`config.mk`:
```
export PLATFORM = sky130hd
export DESIGN_NAME = pc_sequencer_flat
export DESIGN_NICKNAME = d
export VERILOG_FILES = /design/src/rtl/pc_seq_pkg.sv /design/src/rtl/pc_sequencer_if.sv /design/src/rtl/pc_next_sel.sv /design/src/rtl/pc_sequencer.sv /design/src/flat_wrapper.sv
export SDC_FILE = /design/constraint.sdc
export NUM_CORES = 1
export LEC_CHECK = 0
export BUFFER_PORTS_ARGS = -buffer_cell sky130_fd_sc_hd__buf_2
export CORE_MARGIN = 2
export CORE_UTILIZATION = 50
export DETAILED_ROUTE_END_ITERATION = 10
export GPL_ROUTABILITY_DRIVEN = 0
export HOLD_SLACK_MARGIN = 0.15
export PLACE_DENSITY = 0.79
export SYNTH_ARGS = -nofsm -noshare
export SYNTH_HDL_FRONTEND = slang
export SYNTH_HIERARCHICAL = 1
export SYNTH_SLANG_ARGS = --single-unit
```
`constraint.sdc`:
```
create_clock -name clk -period 3.11 [get_ports clk]
set_input_delay 0.7775 -clock clk [delete_from_list [all_inputs] [get_ports clk]]
set_output_delay 0.7775 -clock clk [all_outputs]
set_load 0.02 [all_outputs]
```
`src/rtl/pc_seq_pkg.sv`:
```
// Shared types and alignment helpers for the program-counter sequencer.
package pc_seq_pkg;

   typedef enum logic [1:0] {
      PCS_BOOT = 2'd0,
      PCS_RUN  = 2'd1,
      PCS_HALT = 2'd2
   } pcs_state_t;

   localparam int unsigned PCS_INSTR_BYTES = 4;
   localparam int unsigned PCS_ALIGN_W     = $clog2(PCS_INSTR_BYTES);

   // Number of low address bits that must be zero for a legal fetch target.
   function automatic int unsigned align_w(input int unsigned instr_bytes);
      return (instr_bytes <= 1) ? 0 : $clog2(instr_bytes);
   endfunction

endpackage

```
`src/rtl/pc_sequencer_if.sv`:
```
// Control and fetch-address bundle between next-address logic and the PC sequencer.
interface pc_sequencer_if #(
   parameter int XLEN = 32
);
   logic            stall_i;
   logic            redirect_valid_i;
   logic [XLEN-1:0] redirect_target_i;
   logic            trap_i;
   logic            trap_return_i;
   logic            halt_i;
   logic            resume_i;
   logic [XLEN-1:0] pc_o;
   logic            pc_valid_o;
   logic [XLEN-1:0] pc_plus_o;
   logic [XLEN-1:0] epc_o;
   logic            misalign_o;
   logic [1:0]      state_o;

   modport master (
      output stall_i, redirect_valid_i, redirect_target_i,
             trap_i, trap_return_i, halt_i, resume_i,
      input  pc_o, pc_valid_o, pc_plus_o, epc_o, misalign_o, state_o
   );

   modport slave (
      input  stall_i, redirect_valid_i, redirect_target_i,
             trap_i, trap_return_i, halt_i, resume_i,
      output pc_o, pc_valid_o, pc_plus_o, epc_o, misalign_o, state_o
   );
endinterface

```
`src/rtl/pc_next_sel.sv`:
```
// Combinational priority selection of the next PC, next state and EPC capture.
module pc_next_sel
   import pc_seq_pkg::*;
#(
   parameter int              XLEN        = 32,
   parameter int              INSTR_BYTES = PCS_INSTR_BYTES,
   parameter logic [XLEN-1:0] TRAP_VECTOR = 32'h0000_0100
) (
   input  pcs_state_t      i_state,
   input  logic [XLEN-1:0] i_pc,
   input  logic [XLEN-1:0] i_pc_plus,
   input  logic [XLEN-1:0] i_epc,
   input  logic            i_stall,
   input  logic            i_redirect_valid,
   input  logic [XLEN-1:0] i_redirect_target,
   input  logic            i_trap,
   input  logic            i_trap_return,
   input  logic            i_halt,
   input  logic            i_resume,
   output logic [XLEN-1:0] o_next_pc,
   output pcs_state_t      o_next_state,
   output logic            o_epc_we,
   output logic            o_misalign
);
   localparam int unsigned ALIGN_W = align_w(INSTR_BYTES);

   logic w_target_misaligned;

   generate
      if (ALIGN_W == 0) begin : g_no_align
         assign w_target_misaligned = 1'b0;
      end else begin : g_align
         assign w_target_misaligned = |i_redirect_target[ALIGN_W-1:0];
      end
   endgenerate

   always_comb begin
      o_next_pc    = i_pc;
      o_next_state = i_state;
      o_epc_we     = 1'b0;
      o_misalign   = 1'b0;
      case (i_state)
         PCS_BOOT: o_next_state = PCS_RUN;
         PCS_RUN: begin
            // Flushes outrank stall, so stall is only consulted last.
            if (i_trap) begin
               o_epc_we  = 1'b1;
               o_next_pc = TRAP_VECTOR;
            end else if (i_trap_return) begin
               o_next_pc = i_epc;
            end else if (i_redirect_valid && !w_target_misaligned) begin
               o_next_pc = i_redirect_target;
            end else if (i_redirect_valid) begin
               o_epc_we   = 1'b1;
               o_next_pc  = TRAP_VECTOR;
               o_misalign = 1'b1;
            end else if (i_halt) begin
               o_next_state = PCS_HALT;
            end else if (!i_stall) begin
               o_next_pc = i_pc_plus;
            end
         end
         PCS_HALT: begin
            if (i_trap) begin
               o_epc_we     = 1'b1;
               o_next_pc    = TRAP_VECTOR;
               o_next_state = PCS_RUN;
            end else if (i_resume) begin
               o_next_state = PCS_RUN;
            end
         end
         default: o_next_state = PCS_BOOT;
      endcase
   end

endmodule

```
`src/rtl/pc_sequencer.sv`:
```
// Program-counter sequencer: fetch-address register, EPC and BOOT/RUN/HALT FSM.
module pc_sequencer
   import pc_seq_pkg::*;
#(
   parameter int              XLEN         = 32,
   parameter int              INSTR_BYTES  = PCS_INSTR_BYTES,
   parameter logic [XLEN-1:0] RESET_VECTOR = 32'h0000_0000,
   parameter logic [XLEN-1:0] TRAP_VECTOR  = 32'h0000_0100
) (
   input logic           clk,
   input logic           rst_n,
   pc_sequencer_if.slave bus
);
   pcs_state_t      r_state;
   logic [XLEN-1:0] r_pc;
   logic [XLEN-1:0] r_epc;
   logic            r_misalign;

   pcs_state_t      w_next_state;
   logic [XLEN-1:0] w_next_pc;
   logic [XLEN-1:0] w_pc_plus;
   logic            w_epc_we;
   logic            w_misalign;

   assign w_pc_plus = r_pc + XLEN'(INSTR_BYTES);

   pc_next_sel #(
      .XLEN        (XLEN),
      .INSTR_BYTES (INSTR_BYTES),
      .TRAP_VECTOR (TRAP_VECTOR)
   ) u_next_sel (
      .i_state           (r_state),
      .i_pc              (r_pc),
      .i_pc_plus         (w_pc_plus),
      .i_epc             (r_epc),
      .i_stall           (bus.stall_i),
      .i_redirect_valid  (bus.redirect_valid_i),
      .i_redirect_target (bus.redirect_target_i),
      .i_trap            (bus.trap_i),
      .i_trap_return     (bus.trap_return_i),
      .i_halt            (bus.halt_i),
      .i_resume          (bus.resume_i),
      .o_next_pc         (w_next_pc),
      .o_next_state      (w_next_state),
      .o_epc_we          (w_epc_we),
      .o_misalign        (w_misalign)
   );

   always_ff @(posedge clk or negedge rst_n) begin
      if (!rst_n) begin
         r_state    <= PCS_BOOT;
         r_pc       <= RESET_VECTOR;
         r_epc      <= '0;
         r_misalign <= 1'b0;
      end else begin
         r_state    <= w_next_state;
         r_pc       <= w_next_pc;
         r_misalign <= w_misalign;
         if (w_epc_we) begin
            r_epc <= r_pc;
         end
      end
   end

   assign bus.pc_o       = r_pc;
   assign bus.pc_plus_o  = w_pc_plus;
   assign bus.epc_o      = r_epc;
   assign bus.misalign_o = r_misalign;
   assign bus.state_o    = r_state;
   // A stalled RUN cycle is not a live fetch even though the address is held.
   assign bus.pc_valid_o = (r_state == PCS_RUN) && !bus.stall_i;

endmodule

```
`src/flat_wrapper.sv`:
```
// flat-port wrapper written by rule: the top's interface ports become plain ports
module pc_sequencer_flat import pc_seq_pkg::*;
#(
   parameter int              XLEN         = 32,
   parameter int              INSTR_BYTES  = PCS_INSTR_BYTES,
   parameter logic [XLEN-1:0] RESET_VECTOR = 32'h0000_0000,
   parameter logic [XLEN-1:0] TRAP_VECTOR  = 32'h0000_0100
)
  (clk, rst_n, bus_stall_i, bus_redirect_valid_i, bus_redirect_target_i, bus_trap_i, bus_trap_return_i, bus_halt_i, bus_resume_i, bus_pc_o, bus_pc_valid_o, bus_pc_plus_o, bus_epc_o, bus_misalign_o, bus_state_o);
  pc_sequencer_if #(.XLEN(XLEN)) bus_i ();
  input logic clk;
  input logic rst_n;
  input wire logic [$bits(bus_i.stall_i)-1:0] bus_stall_i;
  input wire logic [$bits(bus_i.redirect_valid_i)-1:0] bus_redirect_valid_i;
  input wire logic [$bits(bus_i.redirect_target_i)-1:0] bus_redirect_target_i;
  input wire logic [$bits(bus_i.trap_i)-1:0] bus_trap_i;
  input wire logic [$bits(bus_i.trap_return_i)-1:0] bus_trap_return_i;
  input wire logic [$bits(bus_i.halt_i)-1:0] bus_halt_i;
  input wire logic [$bits(bus_i.resume_i)-1:0] bus_resume_i;
  output wire logic [$bits(bus_i.pc_o)-1:0] bus_pc_o;
  output wire logic [$bits(bus_i.pc_valid_o)-1:0] bus_pc_valid_o;
  output wire logic [$bits(bus_i.pc_plus_o)-1:0] bus_pc_plus_o;
  output wire logic [$bits(bus_i.epc_o)-1:0] bus_epc_o;
  output wire logic [$bits(bus_i.misalign_o)-1:0] bus_misalign_o;
  output wire logic [$bits(bus_i.state_o)-1:0] bus_state_o;
  assign bus_i.stall_i = bus_stall_i;
  assign bus_i.redirect_valid_i = bus_redirect_valid_i;
  assign bus_i.redirect_target_i = bus_redirect_target_i;
  assign bus_i.trap_i = bus_trap_i;
  assign bus_i.trap_return_i = bus_trap_return_i;
  assign bus_i.halt_i = bus_halt_i;
  assign bus_i.resume_i = bus_resume_i;
  assign bus_pc_o = bus_i.pc_o;
  assign bus_pc_valid_o = bus_i.pc_valid_o;
  assign bus_pc_plus_o = bus_i.pc_plus_o;
  assign bus_epc_o = bus_i.epc_o;
  assign bus_misalign_o = bus_i.misalign_o;
  assign bus_state_o = bus_i.state_o;
  pc_sequencer #(.XLEN(XLEN), .INSTR_BYTES(INSTR_BYTES), .RESET_VECTOR(RESET_VECTOR), .TRAP_VECTOR(TRAP_VECTOR)) u_core (.clk(clk), .rst_n(rst_n), .bus(bus_i));
endmodule
```
==> results.md <==
* Status: completed
* Setup TNS at 0 ps
* Tot Pwr at 3.306 mW
* Slew HR at 0.5450
* Share of layout cells above drive strength 1 at 0.4230
* Post-synth top area cell: dfrtp_1
* Clock Sinks at 67
* Fin crit period at 2997 ps
* Multi-input logic area at 2424 um^2
* Antenna cells at 0
* Setup violators final at 0
* GR Overflow Total at 0
* CP max stage cell: dfrtp_1
* GRT Util Overall at 0.2653
* Maximum vdd drop at 0.0005096 V
* Setup Skew at 10.21 ps
* Top cell type's share of synthesized area at 0.3932
* CP bufs+invs at 1
* Die H at 96.35 um
* F_max at 333.6 MHz
* DRC marker count from the first detailed-route iteration at 218
* Delay-heaviest family, CP: simple AND/OR/NAND/NOR gates
* Max Cap Viol at 0
* Slowest stage delay, CP at 500 ps
* Clock-pin slew on the worst setup and hold paths at 80 ps
* Syn avg cell area at 9.331 um^2
* Critical-path cell list: ha_1 -> nand3_1 -> nor2_4 -> nand4b_1 -> xnor2_1 -> buf_2
* Crit end category: output port
* Crit path launch type: flop
* Register bit count reported by yosys at 67
* Post-synthesis instance total at 457
* Post-DP Area at 5042 um^2
* Antenna-violating nets left at 0
* Clk network pwr share at 0.224
* Worst Tran Pin Value at 682.5 ps
* Setup ws final at 112.7 ps
* Fin Hold WS at 460.8 ps
* Number of CTS-inserted buffers at 9
* Post-synth net total at 502
* Htree depth at 3
* Post-place setup slack at 371.2 ps
* RSZ-0062 raised after global routing: true
* Hold Violations, Final at 0
* Synth unique cells at 52
* Reg2Reg Setup Slack at 910 ps
* Sequential area share after synthesis at 0.3932
* Maximum clock insertion buffer count at 2
* Sw Share at 0.4216
* Area delta synth->final at 23.12%
* Largest net degree at the start of global routing at 40
* Worst R2R Start: u_core/bus.pc_o[2]$_DFF_PN0_
* Clock latency on the worst-skew pair at 340 ps
* Die Area at 9283 um^2
* Post-CTS Setup Bufs at 0
* DP Wirelength at 8587 um
* Commonest non-fill, non-tap cell in the layout: buf_2
* Gate power share at 0.407
* Initial antenna violation count at 0
* FF+latch area at 1677 um^2
* Total internal power at 1.912 mW
* DR DRC count at 0
* Register share of total power at 0.369
* Commonest cells after routing, fill and taps aside: buf_2, nand2_1, dfrtp_1
* Via density at 5.861
* WL final at 12130 um
* Required @ worst endpoint at 2330 ps
* Die width at 96.35 um
* Routed len/inst at 17.43 um
* Total core area at 8258 um^2
* Fin area at 5250 um^2
* Top Ports at 140
* Final nets at 632
* Number of global-route vias before repair at 3904
* Yosys warns at 6
* Routed via count at 4079
* First-pass GRT wire length at 18950 um
* Reg-to-reg critical path endpoint: u_core/bus.pc_o[28]$_DFF_PN0_
* Crit path max fanout at 10
* CTS tree: built
* Syn Std Cell Area at 4264 um^2
* Setup CP Type: reg -> out
* Static Leak at 2.498 nW
* TritonRoute pass-1 iters at 8
* Root Buffer: clkbuf_8
* PortBufs at 139
* FP Rows at 33
* Starting Density at 0.5164
* Filler Cell Count at 718
* Worst EP arrival at 2220 ps
* Max Transition Viols Final at 0
* FF-to-FF path depth at 8
* Power Density at 629.7 nW/um^2
* Top cells by area, synth: dfrtp_1, mux2_2, nand2_1
* Crit share post-route at 0.9638
* Net switching power at 1.394 mW
* Hold crit path type: in -> async
* CP Launch Point: u_core/bus.pc_o[2]$_DFF_PN0_
==> flip-flops by register name, indices dropped and copies added, names as in the netlist <==
| signal | cells |
|---|---|
| u_core/bus.epc_o | 32 |
| u_core/bus.pc_o | 32 |
| u_core/bus.state_o | 2 |
| u_core/bus.misalign_o | 1 |
==> power groups by stage <==
stage	clock network, mW	registers, mW	logic (mW)
final	0.741	1.22	1.35
after global routing	0.796	1.24	1.44
after CTS	0.755	1.22	1.34
after detailed placement	0	1.23	1.33
after global placement	0	1.22	1.32
after floorplan	0	1.37	0.723
==> cell usage after synthesis, drive strengths merged <==
cell type / count
ha: 5
mux2: 34
nor3: 4
nand3: 9
nor2: 12
buf: 19
nand2: 100
o21ai: 40
o32ai: 2
a222oi: 2
mux2i: 9
nor2b: 1
a21o: 1
dfrtp: 67
nand4b: 2
o22ai: 1
a221o: 20
inv: 11
xnor2: 25
nand4: 14
and4: 1
and3: 4
nand2b: 1
or2: 1
o21a: 9
a21boi: 1
nor3b: 2
clkbuf: 11
a31oi: 1
o2111ai: 1
or4: 3
xor2: 3
nor4: 3
o31ai: 1
nand3b: 1
a21oi: 35
a221oi: 1
==> how the worst max path moves through the flow <==
stage / to / depth (start not counted)
2_1_floorplan: bus_pc_plus_o[18] / 5
3_3_place_gp: bus_pc_plus_o[30] / 6
3_5_place_dp: bus_pc_plus_o[28] / 6
4_1_cts: bus_pc_plus_o[28] / 6
5_1_grt: bus_pc_plus_o[28] / 5
6_report: bus_pc_plus_o[30] / 6
==> what timing repair did <==
action / in CTS / in global routing
hold buffers: 0 / 0
pin swaps: 0 / 1
gates cloned: 0 / 0
resized for setup: 1 / 1
setup endpoints to repair: 2 / 9
==> cells by family after synthesis <==
| kind of cell | Yosys count | synth area share |
|---|---|---|
| buffers and inverters | 41 | 0.04724 |
| adders and majority gates | 5 | 0.01467 |
| muxes | 43 | 0.1109 |
| xor gates and xnor gates | 28 | 0.05751 |
| and+or+nand+nor | 158 | 0.1816 |
| AOI/OAI and AO/OA | 115 | 0.1948 |
| DFF | 67 | 0.3932 |
==> per-layer routing <==
metal	up-vias	wire length, um	global-route usage
met1	1970	5202	0.3559
met5	-	0	0
met3	19	1039	0.06421
met4	0	227	0.09742
li1	1899	-	-
met2	191	5662	0.4172
==> per-stage QoR <==
step	utilization	instances
after floorplan	-	457
after global placement	0.6106	681
after detailed placement	0.6106	681
after CTS	0.6347	696
after global routing	0.6358	696
final	0.6358	696
==> final cells by class <==
| type | count | area share |
|---|---|---|
| Multi-Input combinational cell | 349 | 0.4616 |
| Inverter | 11 | 0.007865 |
| Tap cell | 105 | 0.02502 |
| Timing Repair Buffer | 149 | 0.1492 |
| Clock inverter | 2 | 0.006673 |
| Sequential cell | 67 | 0.3194 |
| Clock buffer | 13 | 0.03027 |
Power figures use the tool's default switching activity.
